[src/rtl/module_spi_master.sv]
// Byte-wide SPI master shift engine, mode 0, MSB first, with a post-transfer hold window.
// Build option: define SPI_LOOPBACK_EN to shift mosi_o back in internally instead of miso_i.
module module_spi_master #(
    parameter int unsigned DIV      = 5,
    parameter int unsigned HOLD_CYC = 4
) (
    input  logic       clk_i,
    input  logic       reset_i,
    input  logic       en_i,
    input  logic [7:0] data_tx_i,
    input  logic       miso_i,
    output logic [7:0] data_rx_o,
    output logic       fin_o,
    output logic       busy_o,
    output logic       sclk_o,
    output logic       mosi_o,
    output logic       cs_o
);

    localparam int unsigned DIV_W  = $clog2(DIV);
    localparam int unsigned HOLD_W = $clog2(HOLD_CYC + 1);
    localparam logic [DIV_W-1:0]  DIV_LAST  = DIV_W'(DIV - 1);
    localparam logic [HOLD_W-1:0] HOLD_LAST = HOLD_W'(HOLD_CYC - 1);

    typedef enum logic [2:0] {
        S_IDLE,
        S_SETUP,
        S_HIGH,
        S_LOW,
        S_DONE,
        S_HOLD
    } state_t;

    state_t            state;
    logic [DIV_W-1:0]  div_cnt;
    logic [HOLD_W-1:0] hold_cnt;
    logic [2:0]        bit_cnt;
    logic [7:0]        tx_sh;
    logic [7:0]        rx_sh;
    logic              last_q;
    logic              rx_bit;

`ifdef SPI_LOOPBACK_EN
    logic unused_miso;
    assign unused_miso = miso_i;
    assign rx_bit      = mosi_o;
`else
    assign rx_bit      = miso_i;
`endif

    // Phase sequencer; every pin change happens on the edge that enters a phase.
    always_ff @(posedge clk_i) begin
        if (reset_i) begin
            state     <= S_IDLE;
            div_cnt   <= '0;
            hold_cnt  <= '0;
            bit_cnt   <= '0;
            tx_sh     <= '0;
            rx_sh     <= '0;
            last_q    <= 1'b0;
            data_rx_o <= '0;
            fin_o     <= 1'b0;
            busy_o    <= 1'b0;
            sclk_o    <= 1'b0;
            mosi_o    <= 1'b0;
            cs_o      <= 1'b1;
        end else begin
            fin_o <= 1'b0;
            case (state)
                S_IDLE: begin
                    if (en_i) begin
                        tx_sh   <= data_tx_i;
                        bit_cnt <= 3'd7;
                        mosi_o  <= data_tx_i[7];
                        cs_o    <= 1'b0;
                        sclk_o  <= 1'b0;
                        busy_o  <= 1'b1;
                        div_cnt <= '0;
                        state   <= S_SETUP;
                    end
                end

                S_SETUP: begin
                    if (div_cnt == DIV_LAST) begin
                        div_cnt <= '0;
                        sclk_o  <= 1'b1;
                        rx_sh   <= {rx_sh[6:0], rx_bit};
                        state   <= S_HIGH;
                    end else begin
                        div_cnt <= div_cnt + DIV_W'(1);
                    end
                end

                S_HIGH: begin
                    if (div_cnt == DIV_LAST) begin
                        div_cnt <= '0;
                        sclk_o  <= 1'b0;
                        last_q  <= (bit_cnt == 3'd0);
                        if (bit_cnt != 3'd0) begin
                            tx_sh   <= {tx_sh[6:0], 1'b0};
                            mosi_o  <= tx_sh[6];
                            bit_cnt <= bit_cnt - 3'd1;
                        end
                        state <= S_LOW;
                    end else begin
                        div_cnt <= div_cnt + DIV_W'(1);
                    end
                end

                S_LOW: begin
                    if (div_cnt == DIV_LAST) begin
                        div_cnt <= '0;
                        // last_q remembers whether the bit just finished was the final one
                        if (last_q) begin
                            cs_o      <= 1'b1;
                            mosi_o    <= 1'b0;
                            fin_o     <= 1'b1;
                            data_rx_o <= rx_sh;
                            state     <= S_DONE;
                        end else begin
                            sclk_o <= 1'b1;
                            rx_sh  <= {rx_sh[6:0], rx_bit};
                            state  <= S_HIGH;
                        end
                    end else begin
                        div_cnt <= div_cnt + DIV_W'(1);
                    end
                end

                S_DONE: begin
                    hold_cnt <= '0;
                    state    <= S_HOLD;
                end

                S_HOLD: begin
                    if (hold_cnt == HOLD_LAST) begin
                        hold_cnt <= '0;
                        busy_o   <= 1'b0;
                        state    <= S_IDLE;
                    end else begin
                        hold_cnt <= hold_cnt + HOLD_W'(1);
                    end
                end

                default: state <= S_IDLE;
            endcase
        end
    end

endmodule

[config.mk]
export PLATFORM = sky130hd
export DESIGN_NAME = module_spi_master
export DESIGN_NICKNAME = d
export VERILOG_FILES = /design/src/rtl/module_spi_master.sv
export SDC_FILE = /design/constraint.sdc
export NUM_CORES = 1
export LEC_CHECK = 0
export ABC_AREA = 1
export CORE_MARGIN = 2
export CORE_UTILIZATION = 50
export DETAILED_ROUTE_END_ITERATION = 8
export HOLD_SLACK_MARGIN = 0.15
export PLACE_DENSITY = 0.74
export SLEW_MARGIN = 10
export SYNTH_ARGS = -nofsm -noshare
export SYNTH_HDL_FRONTEND = slang
export SYNTH_SLANG_ARGS = --single-unit
[constraint.sdc]
create_clock -name clk_i -period 4.2 [get_ports clk_i]
set_clock_uncertainty 0.1 [all_clocks]
set_input_delay 1.26 -clock clk_i [delete_from_list [all_inputs] [get_ports clk_i]]
set_output_delay 1.26 -clock clk_i [all_outputs]
set_load 0.05 [all_outputs]
==> results.json <==
{
  "crit_fanout": 24,
  "setup_violations": 0,
  "die_w_um": 65.1,
  "hpwl_mm": 2.49,
  "grt_usage_pct": 19.0,
  "grt_busiest_layer": "met2",
  "drcViolationCount": 0,
  "power_frac_comb_pct": 37.1,
  "holdWs_ps": 354,
  "worstReg2RegEnd": "rx_sh[1]$_SDFFE_PP0P_",
  "ys_seq_area_share_pct": 44.0,
  "viasPerCell": 4.98,
  "start_kind": "primary input",
  "synth_cell_type_count": 27,
  "met1_usage_pct": 24.2,
  "r2r-start": "div_cnt[0]$_SDFFE_PP0P_",
  "cp-end-kind": "flop",
  "cts.htree.levels": 2,
  "max_slew_margin_pct": 54.5,
  "start_util_pct": 51.3,
  "num_rows": 22,
  "drt-total-wl_mm": 3.64,
  "drv_cap": 0,
  "rsz0062_at_grt": "no",
  "antenna_found_initial": 0,
  "grt_pass1_wl_mm": 6.31,
  "p_sw_share_pct": 38.4,
  "finalNetCount": 297,
  "insertedDiodeCount": 0,
  "max_freq_mhz": 349,
  "io_buffers": 24,
  "clock_latency_ps": 290,
  "fin_crit_ps": 2870,
  "use_met2_pct": 30.9,
  "post-route-util_pct": 61.2,
  "drive_above_1_share_pct": 7.50,
  "synth_edf_count": 0,
  "ios": 25,
  "ir_worst_vdd_mv": 0.267,
  "area_delta_synth_final_pct": 19.2,
  "grt_start_max_net_pins": 25,
  "pwr-share-clk_pct": 23.5,
  "seqPwrFrac_pct": 39.4,
  "synth_ff_type": "dfxtp_1",
  "die_h_um": 65.1,
  "p_per_area_mw_per_mm2": 582,
  "cp.required_ps": 4320,
  "maxSlewViolCount": 0,
  "ctsHoldBuffers": 0,
  "cts_tree": "yes",
  "hp-start": "hold_cnt[2]$_SDFFE_PP0P_",
  "netlist_instances": 257,
  "vias": 1633,
  "die-area_mm2": 0.00423,
  "worstMarginPinSlew_ps": 681,
  "leakagePower_nw": 0.941,
  "fin_ws_ps": 1330,
  "tns_ps": 0,
  "cts.sink_count": 41,
  "intPower_mw": 0.796,
  "hold_depth": 2,
  "routabilityCongestion": 0.910,
  "min_period_over_period_pct": 68.3,
  "worstSetupPathType": "in -> reg",
  "clk_path_buf_depth": 2,
  "path_clk_slew_ps": 80,
  "hp-class": "reg -> reg",
  "antenna_left": 0,
  "ctsResizeCount": 0,
  "grt_util_met3_pct": 5.38,
  "switching_power_mw": 0.497,
  "first_global_vias": 1458,
  "syn_area_mm2": 0.00186,
  "reg2regPathDepth": 7,
  "drtIter0Drc": 143,
  "synth_nets": 274,
  "r2r_setup_slack_ps": 2320,
  "synth-seq-cells": 41,
  "core_area_mm2": 0.00363,
  "status": "completed",
  "finalHoldViolCount": 0,
  "wire_per_inst_um": 11.1,
  "grt-ovfl-total": 0,
  "synthArstFlopShare_pct": 0,
  "drt_first_pass_iters": 5,
  "cts-buffers-inserted": 5,
  "cts_setup_buffers": 0,
  "hold_path_end": "hold_cnt[2]$_SDFFE_PP0P_",
  "cts-root-buf": "clkbuf_8",
  "yosysWarnings": 0,
  "synth_area_per_cell_um2": 7.25,
  "preCtsSetupSlack_ps": 996,
  "worst_ep_arrival_time_ps": 2980
}
[cells in the mapped netlist, types with 2 or more instances]
cell type	n	area, um^2
a21oi_1	36	180
o21ai_0	22	110
dfxtp_1	41	821
nand2_1	57	214
nand4_1	2	12.5
nand2_4	3	33.8
nor2_1	22	82.6
clkbuf_1	4	15.0
ha_1	5	62.6
inv_2	4	15.0
nand3_1	16	80.1
inv_1	29	109
buf_4	2	15.0
[cells by family (layout without fill, tap and decap cells)]
kind of cell               Yosys count  in the layout  synth area share, %
and+or+nand+nor                    106            106                 25.5
AOI/OAI and AO/OA                   62             62                 17.2
buffers and inverters               42             65                 9.46
DFF                                 41             41                 44.0
adders and majority gates            5              5                 3.36
xor gates and xnor gates             1              1                0.470
[layer usage]
layer / vias up / part of all wire (%) / routed length, um
met5: - / 0 / 0
met4: 0 / 1.4 / 51
met3: 7 / 5.5 / 199
met2: 47 / 44 / 1600
met1: 703 / 49 / 1780
li1: 876 / - / -
[how the worst max path moves through the flow]
stage                                end  slack [ps]  startpoint  cells past startpoint
2_1_floorplan  data_rx_o[1]$_SDFFE_PP0P_        2010     reset_i                      5
3_3_place_gp       rx_sh[2]$_SDFFE_PP0P_        1050     reset_i                      4
3_5_place_dp       rx_sh[1]$_SDFFE_PP0P_        1000     reset_i                      4
4_1_cts        data_rx_o[5]$_SDFFE_PP0P_        1320     reset_i                      4
5_1_grt        data_rx_o[1]$_SDFFE_PP0P_        1090     reset_i                      4
6_report           rx_sh[1]$_SDFFE_PP0P_        1330     reset_i                      4
[per-stage QoR]
step | total power, mW | instances | area [um^2]
2_1_floorplan | 0.895 | 257 | 1860
3_3_place_gp | 0.992 | 321 | 2120
3_5_place_dp | 0.995 | 321 | 2120
4_1_cts | 1.30 | 328 | 2220
5_1_grt | 1.39 | 328 | 2220
6_report | 1.29 | 328 | 2220
[cells in the final DEF, fill, tap and decap left out]
| master | netlist | final |
|---|---|---|
| bufinv_16 | 0 | 1 |
| clkdlybuf4s50_1 | 0 | 24 |
| nor2_1 | 22 | 22 |
| dfxtp_1 | 41 | 41 |
| inv_4 | 1 | 1 |
| or2_2 | 1 | 1 |
| ha_1 | 5 | 5 |
| nand3_4 | 1 | 1 |
| nand4_1 | 2 | 2 |
| nand3_1 | 16 | 16 |
| nor2_2 | 1 | 1 |
| inv_1 | 29 | 29 |
| nand2_4 | 3 | 3 |
| clkbuf_8 | 0 | 5 |
| nand2_2 | 1 | 1 |
| nand2_1 | 57 | 57 |
| o221a_2 | 1 | 1 |
| a21oi_1 | 36 | 36 |
| o21ai_0 | 22 | 22 |
| inv_2 | 4 | 4 |
| clkinv_2 | 0 | 1 |
| nor3_1 | 1 | 1 |
| a31oi_1 | 1 | 1 |
| xnor2_1 | 1 | 1 |
| a22oi_1 | 1 | 1 |
| nor2_4 | 1 | 1 |
| o21ai_1 | 1 | 1 |
[final cells by class]
class	count	area [um^2]
multi-input cells	174	867
fillers	346	1410
clock buffers	5	68.8
clock inverters	2	35.0
flip-flops and latches	41	821
well taps	48	60.1
repair buffers	24	240
inverters	34	130
[worst max-delay path, stage by stage]
cell and delay, ps:
clkdlybuf4s50_1 760, inv_1 630, o21ai_0 180, a21oi_1 150
[state kept, by name, summed over array words and instances, names as in the netlist, 3 cells and up]
name and count:
hold_cnt 3, tx_sh 7, bit_cnt 3, data_rx_o 8, div_cnt 3, rx_sh 8
state 3
[power groups by stage]
stage                     Combinational (mW)  Clock [mW]  Sequential, mW
after floorplan                        0.357           0           0.538
after global routing                   0.544       0.328           0.521
after global placement                 0.475           0           0.517
after CTS                              0.482       0.312           0.508
after detailed placement               0.479           0           0.516
final                                  0.480       0.303           0.509
Power figures use the tool's default switching activity.
